<file path="config.mk">
export PLATFORM = sky130hd
export DESIGN_NAME = mem_bist
export DESIGN_NICKNAME = d
export VERILOG_FILES = /design/src/rtl/mem_bist_pkg.sv /design/src/rtl/mem_bist_pattern.sv /design/src/rtl/mem_bist.sv
export SDC_FILE = /design/constraint.sdc
export NUM_CORES = 1
export LEC_CHECK = 0
export CORE_MARGIN = 2
export CORE_UTILIZATION = 46
export CTS_BUF_LIST = sky130_fd_sc_hd__clkbuf_4
export DETAILED_ROUTE_END_ITERATION = 10
export GPL_TIMING_DRIVEN = 0
export PLACE_DENSITY_LB_ADDON = 0.15
export SYNTH_ARGS = -nofsm -noshare
export SYNTH_HDL_FRONTEND = slang
export SYNTH_HIERARCHICAL = 1
export SYNTH_SLANG_ARGS = --single-unit
</file>
<file path="constraint.sdc">
create_clock -name clk -period 2.25 [get_ports clk]
set_input_delay 0.5625 -clock clk [delete_from_list [all_inputs] [get_ports clk]]
set_output_delay 0.5625 -clock clk [all_outputs]
set_load 0.05 [all_outputs]
</file>
<file path="src/rtl/mem_bist_pkg.sv">
// mem_bist shared definitions: FSM encoding and address/counter width
// helpers that other memory masters can reuse.
`ifndef MEM_BIST_PKG_SV
`define MEM_BIST_PKG_SV

`define MEM_BIST_ADDR_SIZE(n) $clog2(n)
`define MEM_BIST_CNT_W(n) ($clog2(n) + 2)

package mem_bist_pkg;

    typedef enum logic [2:0] {
        ST_IDLE = 3'd0,
        ST_WR0  = 3'd1,
        ST_RD0  = 3'd2,
        ST_WR1  = 3'd3,
        ST_RD1  = 3'd4,
        ST_FIN  = 3'd5
    } state_t;

endpackage

`endif

</file>
<file path="src/rtl/mem_bist_pattern.sv">
// mem_bist pattern generator: word = seed ^ addr, optionally inverted.
// The address is zero-extended or truncated to the data width.
module mem_bist_pattern #(
    parameter int DATA_W    = 10,
    parameter int ADDR_SIZE = 3
) (
    input  logic [ADDR_SIZE-1:0] addr,
    input  logic [DATA_W-1:0]    seed,
    input  logic                 invert,
    output logic [DATA_W-1:0]    word
);

    logic [DATA_W-1:0] addr_ext;

    if (DATA_W >= ADDR_SIZE) begin : g_ext
        assign addr_ext = DATA_W'(addr);
    end else begin : g_trunc
        assign addr_ext = addr[DATA_W-1:0];
    end

    assign word = invert ? ~(seed ^ addr_ext) : (seed ^ addr_ext);

endmodule

</file>
<file path="src/rtl/mem_bist.sv">
// mem_bist top: two-pass write/read-compare walk over one memory,
// reporting pass/fail, first failing address and a saturating error count.
module mem_bist
    import mem_bist_pkg::*;
#(
    parameter int MEM_SIZE = 6,
    parameter int DATA_W   = 10,
    localparam int ADDR_SIZE = `MEM_BIST_ADDR_SIZE(MEM_SIZE),
    localparam int CNT_W     = `MEM_BIST_CNT_W(MEM_SIZE)
) (
    input  logic                 clk,
    input  logic                 rst,
    input  logic                 start,
    input  logic [DATA_W-1:0]    seed,
    output logic                 busy,
    output logic                 done,
    output logic                 pass,
    output logic [ADDR_SIZE-1:0] fail_addr,
    output logic [CNT_W-1:0]     err_count,
    output logic                 write_flag,
    output logic [DATA_W-1:0]    data_in,
    output logic [ADDR_SIZE-1:0] addr_w,
    output logic                 read_flag,
    output logic [ADDR_SIZE-1:0] addr_r,
    input  logic [DATA_W-1:0]    data_out
);

    localparam logic [ADDR_SIZE-1:0] LAST = ADDR_SIZE'(MEM_SIZE - 1);

    state_t               state_q, state_d;
    logic [ADDR_SIZE-1:0] cnt_q, cnt_d;
    logic                 drain_q, drain_d;
    logic [DATA_W-1:0]    seed_q, seed_d;
    logic [CNT_W-1:0]     err_q, err_d;
    logic [ADDR_SIZE-1:0] fail_q, fail_d;
    logic                 pass_q, pass_d;
    logic                 pend_q, pend_d;
    logic [ADDR_SIZE-1:0] pend_addr_q, pend_addr_d;
    logic [DATA_W-1:0]    exp_q, exp_d;

    logic              wr_en;
    logic              rd_en;
    logic              miscmp;
    logic [DATA_W-1:0] wr_word;
    logic [DATA_W-1:0] exp_word;

    mem_bist_pattern #(
        .DATA_W    (DATA_W),
        .ADDR_SIZE (ADDR_SIZE)
    ) u_wr_pat (
        .addr   (cnt_q),
        .seed   (seed_q),
        .invert (state_q == ST_WR1),
        .word   (wr_word)
    );

    mem_bist_pattern #(
        .DATA_W    (DATA_W),
        .ADDR_SIZE (ADDR_SIZE)
    ) u_exp_pat (
        .addr   (cnt_q),
        .seed   (seed_q),
        .invert (state_q == ST_RD1),
        .word   (exp_word)
    );

    // Next-state, phase sequencing and miscompare bookkeeping
    always_comb begin
        state_d     = state_q;
        cnt_d       = cnt_q;
        drain_d     = drain_q;
        seed_d      = seed_q;
        err_d       = err_q;
        fail_d      = fail_q;
        pass_d      = pass_q;
        wr_en       = 1'b0;
        rd_en       = 1'b0;
        busy        = 1'b0;
        done        = 1'b0;
        pass        = pass_q;
        miscmp      = pend_q && (data_out != exp_q);
        unique case (state_q)
            ST_IDLE: begin
                if (start) begin
                    state_d = ST_WR0;
                    seed_d  = seed;
                    err_d   = '0;
                    fail_d  = '0;
                    pass_d  = 1'b0;
                    cnt_d   = '0;
                    drain_d = 1'b0;
                end
            end
            ST_WR0, ST_WR1: begin
                busy  = 1'b1;
                wr_en = 1'b1;
                if (cnt_q == LAST) begin
                    cnt_d   = '0;
                    state_d = (state_q == ST_WR0) ? ST_RD0 : ST_RD1;
                end else begin
                    cnt_d = cnt_q + 1'b1;
                end
            end
            ST_RD0, ST_RD1: begin
                busy = 1'b1;
                if (drain_q) begin
                    drain_d = 1'b0;
                    state_d = (state_q == ST_RD0) ? ST_WR1 : ST_FIN;
                end else begin
                    rd_en = 1'b1;
                    if (cnt_q == LAST) begin
                        cnt_d   = '0;
                        drain_d = 1'b1;
                    end else begin
                        cnt_d = cnt_q + 1'b1;
                    end
                end
            end
            ST_FIN: begin
                done    = 1'b1;
                pass    = (err_q == '0);
                pass_d  = (err_q == '0);
                state_d = ST_IDLE;
            end
            default: state_d = ST_IDLE;
        endcase
        if (miscmp) begin
            if (err_q != '1) err_d = err_q + 1'b1;
            if (err_q == '0) fail_d = pend_addr_q;
        end
        pend_d      = rd_en;
        pend_addr_d = cnt_q;
        exp_d       = exp_word;
    end

    // State, counters, results and the read-compare pipeline
    always_ff @(posedge clk or posedge rst) begin
        if (rst) begin
            state_q     <= ST_IDLE;
            cnt_q       <= '0;
            drain_q     <= 1'b0;
            seed_q      <= '0;
            err_q       <= '0;
            fail_q      <= '0;
            pass_q      <= 1'b0;
            pend_q      <= 1'b0;
            pend_addr_q <= '0;
            exp_q       <= '0;
        end else begin
            state_q     <= state_d;
            cnt_q       <= cnt_d;
            drain_q     <= drain_d;
            seed_q      <= seed_d;
            err_q       <= err_d;
            fail_q      <= fail_d;
            pass_q      <= pass_d;
            pend_q      <= pend_d;
            pend_addr_q <= pend_addr_d;
            exp_q       <= exp_d;
        end
    end

    assign write_flag = wr_en;
    assign data_in    = wr_en ? wr_word : '0;
    assign addr_w     = wr_en ? cnt_q : '0;
    assign read_flag  = rd_en;
    assign addr_r     = rd_en ? cnt_q : '0;
    assign err_count  = err_q;
    assign fail_addr  = fail_q;

endmodule

</file>
* Word-level counts from Yosys, hierarchy flattened *
Index checks and enable logic that the tools add are counted.

storage, ports and cells
  input port bits = 23
  register bits after elaboration = 40
  output and inout bits = 29
  word-level logic and storage cells = 74

cells by class
  add/sub/neg operators = 2
  multiplexer cells = 34
  bitwise gates (word level) = 2
  equal/unequal tests = 12
  reductions and logical operators = 14

operators with widths
  cell                 number
  $mux 3               14
  $mux 10              3
  $mux 5               4
  $pmux 3 s3           2
  $ne 10x10->1         1
  $not 10->10          1
  $xor 10x3->10        1
  $eq 3x3->1 const B   3
  $mux 1               9
  $ne 2x2->1 const B   4
  $eq 3x2->1 const B   2
  $reduce_and 2->1     3
  $reduce_and 3->1     2
  $add 5x1->5 const B  1
  $logic_not 5->1      1
  $ne 5x5->1 const B   1
  $pmux 1 s2           2
  $reduce_bool 2->1    2
  $reduce_or 2->1      2
  $reduce_or 4->1      1
  $add 3x1->3 const B  1
  $eq 3x1->1 const B   1
  $logic_not 3->1      1
  $reduce_bool 3->1    1
  $logic_and 1x1->1    1

* Depth between registers and ports, before layout *
  depth in word-level cells = 4
  depth in mapped cells = 7
  depth with buffers taken out = 7

* Modules after synthesis *
Netlist, hierarchy kept.

by module, submodules not included
  module            times used  sequential area each (µm²)  area an instance (µm²)  cells each
  mem_bist          1           1001.0                      1829.3                  163
  mem_bist_pattern  2           0.0                         143.9                   11

* Worst setup path after synthesis *
OpenSTA, ideal clock, no wires.

  kind = register to output
  start = register state_q[1]
  end = output port addr_r[0]
  setup slack = -794 ps
  buffers on the path = 1
  data required time = 1688 ps
  cell stages (with the launch flop) = 5
  arrival time = 2481 ps
  cell sequence = dfrtp_1 buf_2 xnor2_1 nor3_1 and2_1

between the ends
  cells in the longest elaborated chain, start to end = 4
  elaborated cells between the ends (all ways) = 5
  those cells by class = eq/ne: 2; mux: 2; reduce/logical: 1

RTL lines
  element                                          RTL line         text
  from (decl)                                      mem_bist.sv:30   state_t state_q, state_d;
  from (signal assigned)                           mem_bist.sv:150  state_q <= state_d;
  $eq 3x2->1 / $eq 3x3->1 (equally long branches)  mem_bist.sv:82   unique case (state_q)
  $reduce_or 2->1 *                                mem_bist.sv:82
  $mux 1 *                                         mem_bist.sv:82
  named net read_flag                              mem_bist.sv:23   output logic read_flag,
  $mux 3 *                                         mem_bist.sv:167  assign addr_r = rd_en ? cnt_q : '0;
  to (decl)                                        mem_bist.sv:24   output logic [ADDR_SIZE-1:0] addr_r,

The timed path passes the listed nets; every way through them passes the cells marked *.

* Worst setup path in the final report *
  start = register state_q[0]
  end = output port data_in[1]

between the ends
  elaborated cells between the ends (all ways) = 6
  those cells by class = eq/ne: 2; mux: 3; reduce/logical: 1

RTL lines
  element               RTL line                text
  $eq 3x2->1            mem_bist.sv:53          .invert (state_q == ST_WR1),
  $mux 10               mem_bist_pattern.sv:21  assign word = invert ? ~(seed ^ addr_ext) : (seed ^ addr_ext);
  named net wr_word[1]  mem_bist.sv:44          logic [DATA_W-1:0] wr_word;
  $mux 10               mem_bist.sv:164         assign data_in = wr_en ? wr_word : '0;
  to (decl)             mem_bist.sv:21          output logic [DATA_W-1:0] data_in,

The timed path passes the listed nets, and every way through them passes these cells.

==> impl_metrics.json <==
{
  "hold_viol": 0,
  "drtIter0Drc": 72,
  "run_status": "finished with violations",
  "synth_xor_xnor_area_share": 0.179,
  "die_width_um": 71.8,
  "cts_tree": "yes",
  "antennaDiodeCount": 0,
  "final_nets": 282,
  "violations": "setup timing",
  "fin_setup_tns_ns": -1.04,
  "power.internal_uw": 2600,
  "clock_latency_ns": 0.34,
  "clock_path_buffers": 2,
  "synth_top_family_by_area": "XOR/XNOR gates",
  "p_clk_frac": 0.074,
  "drc": 0,
  "rsz0062_at_grt": "yes",
  "cp.arrival_ns": 1.85,
  "yosys-mux-area-fraction": 0.0810,
  "via_count": 1546,
  "max_freq_ghz": 0.415,
  "switching_share": 0.464,
  "synthCells": 185,
  "p_sw_uw": 2250,
  "multi_input_area_um2": 1100,
  "hpwl_um": 2900,
  "synth_ff_type": "dfrtp_1",
  "synth_edf_count": 0,
  "final-max-slew-violation-count": 0,
  "crit_required_ns": 1.69,
  "cts_buffers": 5,
  "final_common_cell": "dfrtp_1",
  "drive_above_1_share": 0.307,
  "worstMarginPinSlew_ns": 0.810,
  "power_density_nw_per_um2": 1640,
  "clock-skew-final_ns": 0.0137,
  "maxCapViolations": 0,
  "p_leak_uw": 0.00145,
  "grt_pass1_wl_um": 7120,
  "cts_root_buf": "clkbuf_4",
  "ys_ff_latch": 40,
  "place_congestion": 0.784,
  "ios": 52,
  "peakVddDrop_mv": 1.40,
  "wire_per_inst_um": 13.7,
  "grt_use_total": 0.180,
  "synth_area_leaders": "dfrtp_1 (47%), xor2_1 (11%), mux2_2 (6.9%)",
  "antenna_found_initial": 0,
  "synth_fp_nets": 211,
  "period_share": 1.07,
  "portBuffers": 51,
  "hp-class": "reg -> reg",
  "crit_fanout": 5,
  "async_flop_share": 1.00,
  "seqPwrFrac": 0.264,
  "pre_cts_ws_ns": -0.816,
  "yosys.area.top_type": "dfrtp_1",
  "syn_area_um2": 2120,
  "synth_compound_area_frac": 0.0644,
  "first_global_vias": 1506,
  "drt-pass1-iter-count": 5,
  "dieArea_um2": 5160,
  "drtAntennaViolNets": 0,
  "initial_utilization": 0.483,
  "n_fill_cell": 363,
  "startpoint_type": "register",
  "crit_type": "reg -> out",
  "core_um2": 4380,
  "max_slew_margin": 0.459,
  "vias_per_cell": 5.00,
  "combPwrFrac": 0.662,
  "period_needed_ns": 2.41,
  "grt_overflow": 0,
  "ys_warn_count": 6,
  "cts.sinks": 40,
  "synth_fa_ha_area_frac": 0.0177,
  "syn-mean-instance-area_um2": 11.4,
  "grt_max_degree": 41,
  "final_cell_mix": "dfrtp_1 (38), clkdlybuf4s50_1 (28), xor2_1 (25), buf_6 (18), nand2_1 (18)",
  "area_delta_synth_final_pct": 39.6,
  "path_clk_slew_ns": 0.12,
  "finalWirelength_um": 4230,
  "rows": 24,
  "die_y_um": 71.8,
  "seq_area_frac_synth": 0.473,
  "fin_hold_ws_ns": 0.467,
  "layout_setup_ws_ns": -0.162,
  "yosys.area_share.simple": 0.150,
  "synth_top_area_frac": 0.473,
  "seqCellArea_um2": 1000,
  "end_kind": "output port",
  "ys_types": 32,
  "htree_levels": 2,
  "setup_viol": 10
}
==> area by class of cell <==
| class | instances | share of cell area |
|---|---|---|
| Multi-Input combinational cell | 130 | 0.374 |
| Sequential cell | 40 | 0.340 |
| Timing Repair Buffer | 65 | 0.216 |
| Tap cell | 52 | 0.0220 |
| Buffer | 6 | 0.0199 |
| Clock buffer | 5 | 0.0127 |
| Inverter | 8 | 0.0102 |
| Clock inverter | 3 | 0.00593 |
==> cells by family after synthesis <==
logic type / after synthesis
AOI/OAI and AO/OA: 19
xor gates and xnor gates: 33
adders and majority gates: 3
buffers and inverters: 15
DFF: 40
muxes: 15
and+or+nand+nor: 60
==> stage by stage <==
| stage | area (um^2) | power (uW) | std cells | utilization |
|---|---|---|---|---|
| after global routing | 2960 | 5140 | 309 | 0.674 |
| after detailed placement | 2730 | 4220 | 288 | 0.622 |
| final | 2960 | 4850 | 309 | 0.674 |
| after CTS | 2900 | 4790 | 305 | 0.662 |
| after floorplan | 2150 | 3430 | 185 | - |
| after global placement | 2730 | 4190 | 288 | 0.622 |
==> state kept, by name, summed over array words and instances, names as in the netlist <==
name,cells
pend_addr_q,3
exp_q,10
pass_q,1
err_count,5
drain_q,1
seed_q,10
state_q,3
cnt_q,3
pend_q,1
fail_addr,3
==> per-layer routing <==
metal  track usage  wire (um)  vias to the layer above  share of wire
li1              -          -                      758              -
met1         0.239       1870                      745           0.44
met2         0.295       2080                       36           0.49
met3        0.0394        214                        7          0.051
met4        0.0566         59                        0          0.014
met5             0          0                        -              0
==> power by group through the flow <==
stage	combinational [uW]	clock [uW]	sequential [uW]
floorplan	2050	0	1380
global placement	2900	0	1300
detailed placement	2910	0	1300
CTS	3140	366	1280
global route	3420	400	1330
finish	3210	358	1280
==> worst paths after layout <==
kind,from,endpoint,slack (ns),cells past startpoint
worst min-delay path,pend_addr_q[1],fail_addr[1],0.47,2
worst min register to register,pend_addr_q[1],fail_addr[1],0.47,2
min in group asynchronous,rst,fail_addr[2],0.69,2
worst max-delay path,state_q[0],data_in[1],-0.16,7
worst max register to register,err_count[0],err_count[3],0.15,6
max in group asynchronous,rst,err_count[1],1.01,2
==> synth_stat cells, types with 2 or more instances <==
cell      number
nor4b_1        2
mux2_2        13
a22o_1         2
nor2b_1        2
a31oi_1        2
nand2_1       18
nor3_1         4
ha_1           3
dfrtp_1       40
xor2_1        26
nor2_1        10
buf_6          2
a21oi_1        3
clkbuf_1       3
nor4_2         2
xor3_1         6
o21ai_0        7
and2_1        18
buf_2          2
inv_1          8
==> critical path: stages, from the launching register on <==
cell and delay [ns]:
dfrtp_1 0.37, clkbuf_8 0.14, nor2b_4 0.16, and2_4 0.18
buf_6 0.13, xor3_1 0.23, and2_4 0.15, buf_6 0.14
==> repair_timing <==
action | 4_1_cts | 5_1_grt
gates resized for setup | 134 | 15
setup endpoints to repair | 21 | 22
setup buffers | 9 | 5
gates cloned | 1 | 0
pin swaps | 9 | 5
hold buffers | 0 | 0
Power figures use the tool's default switching activity.
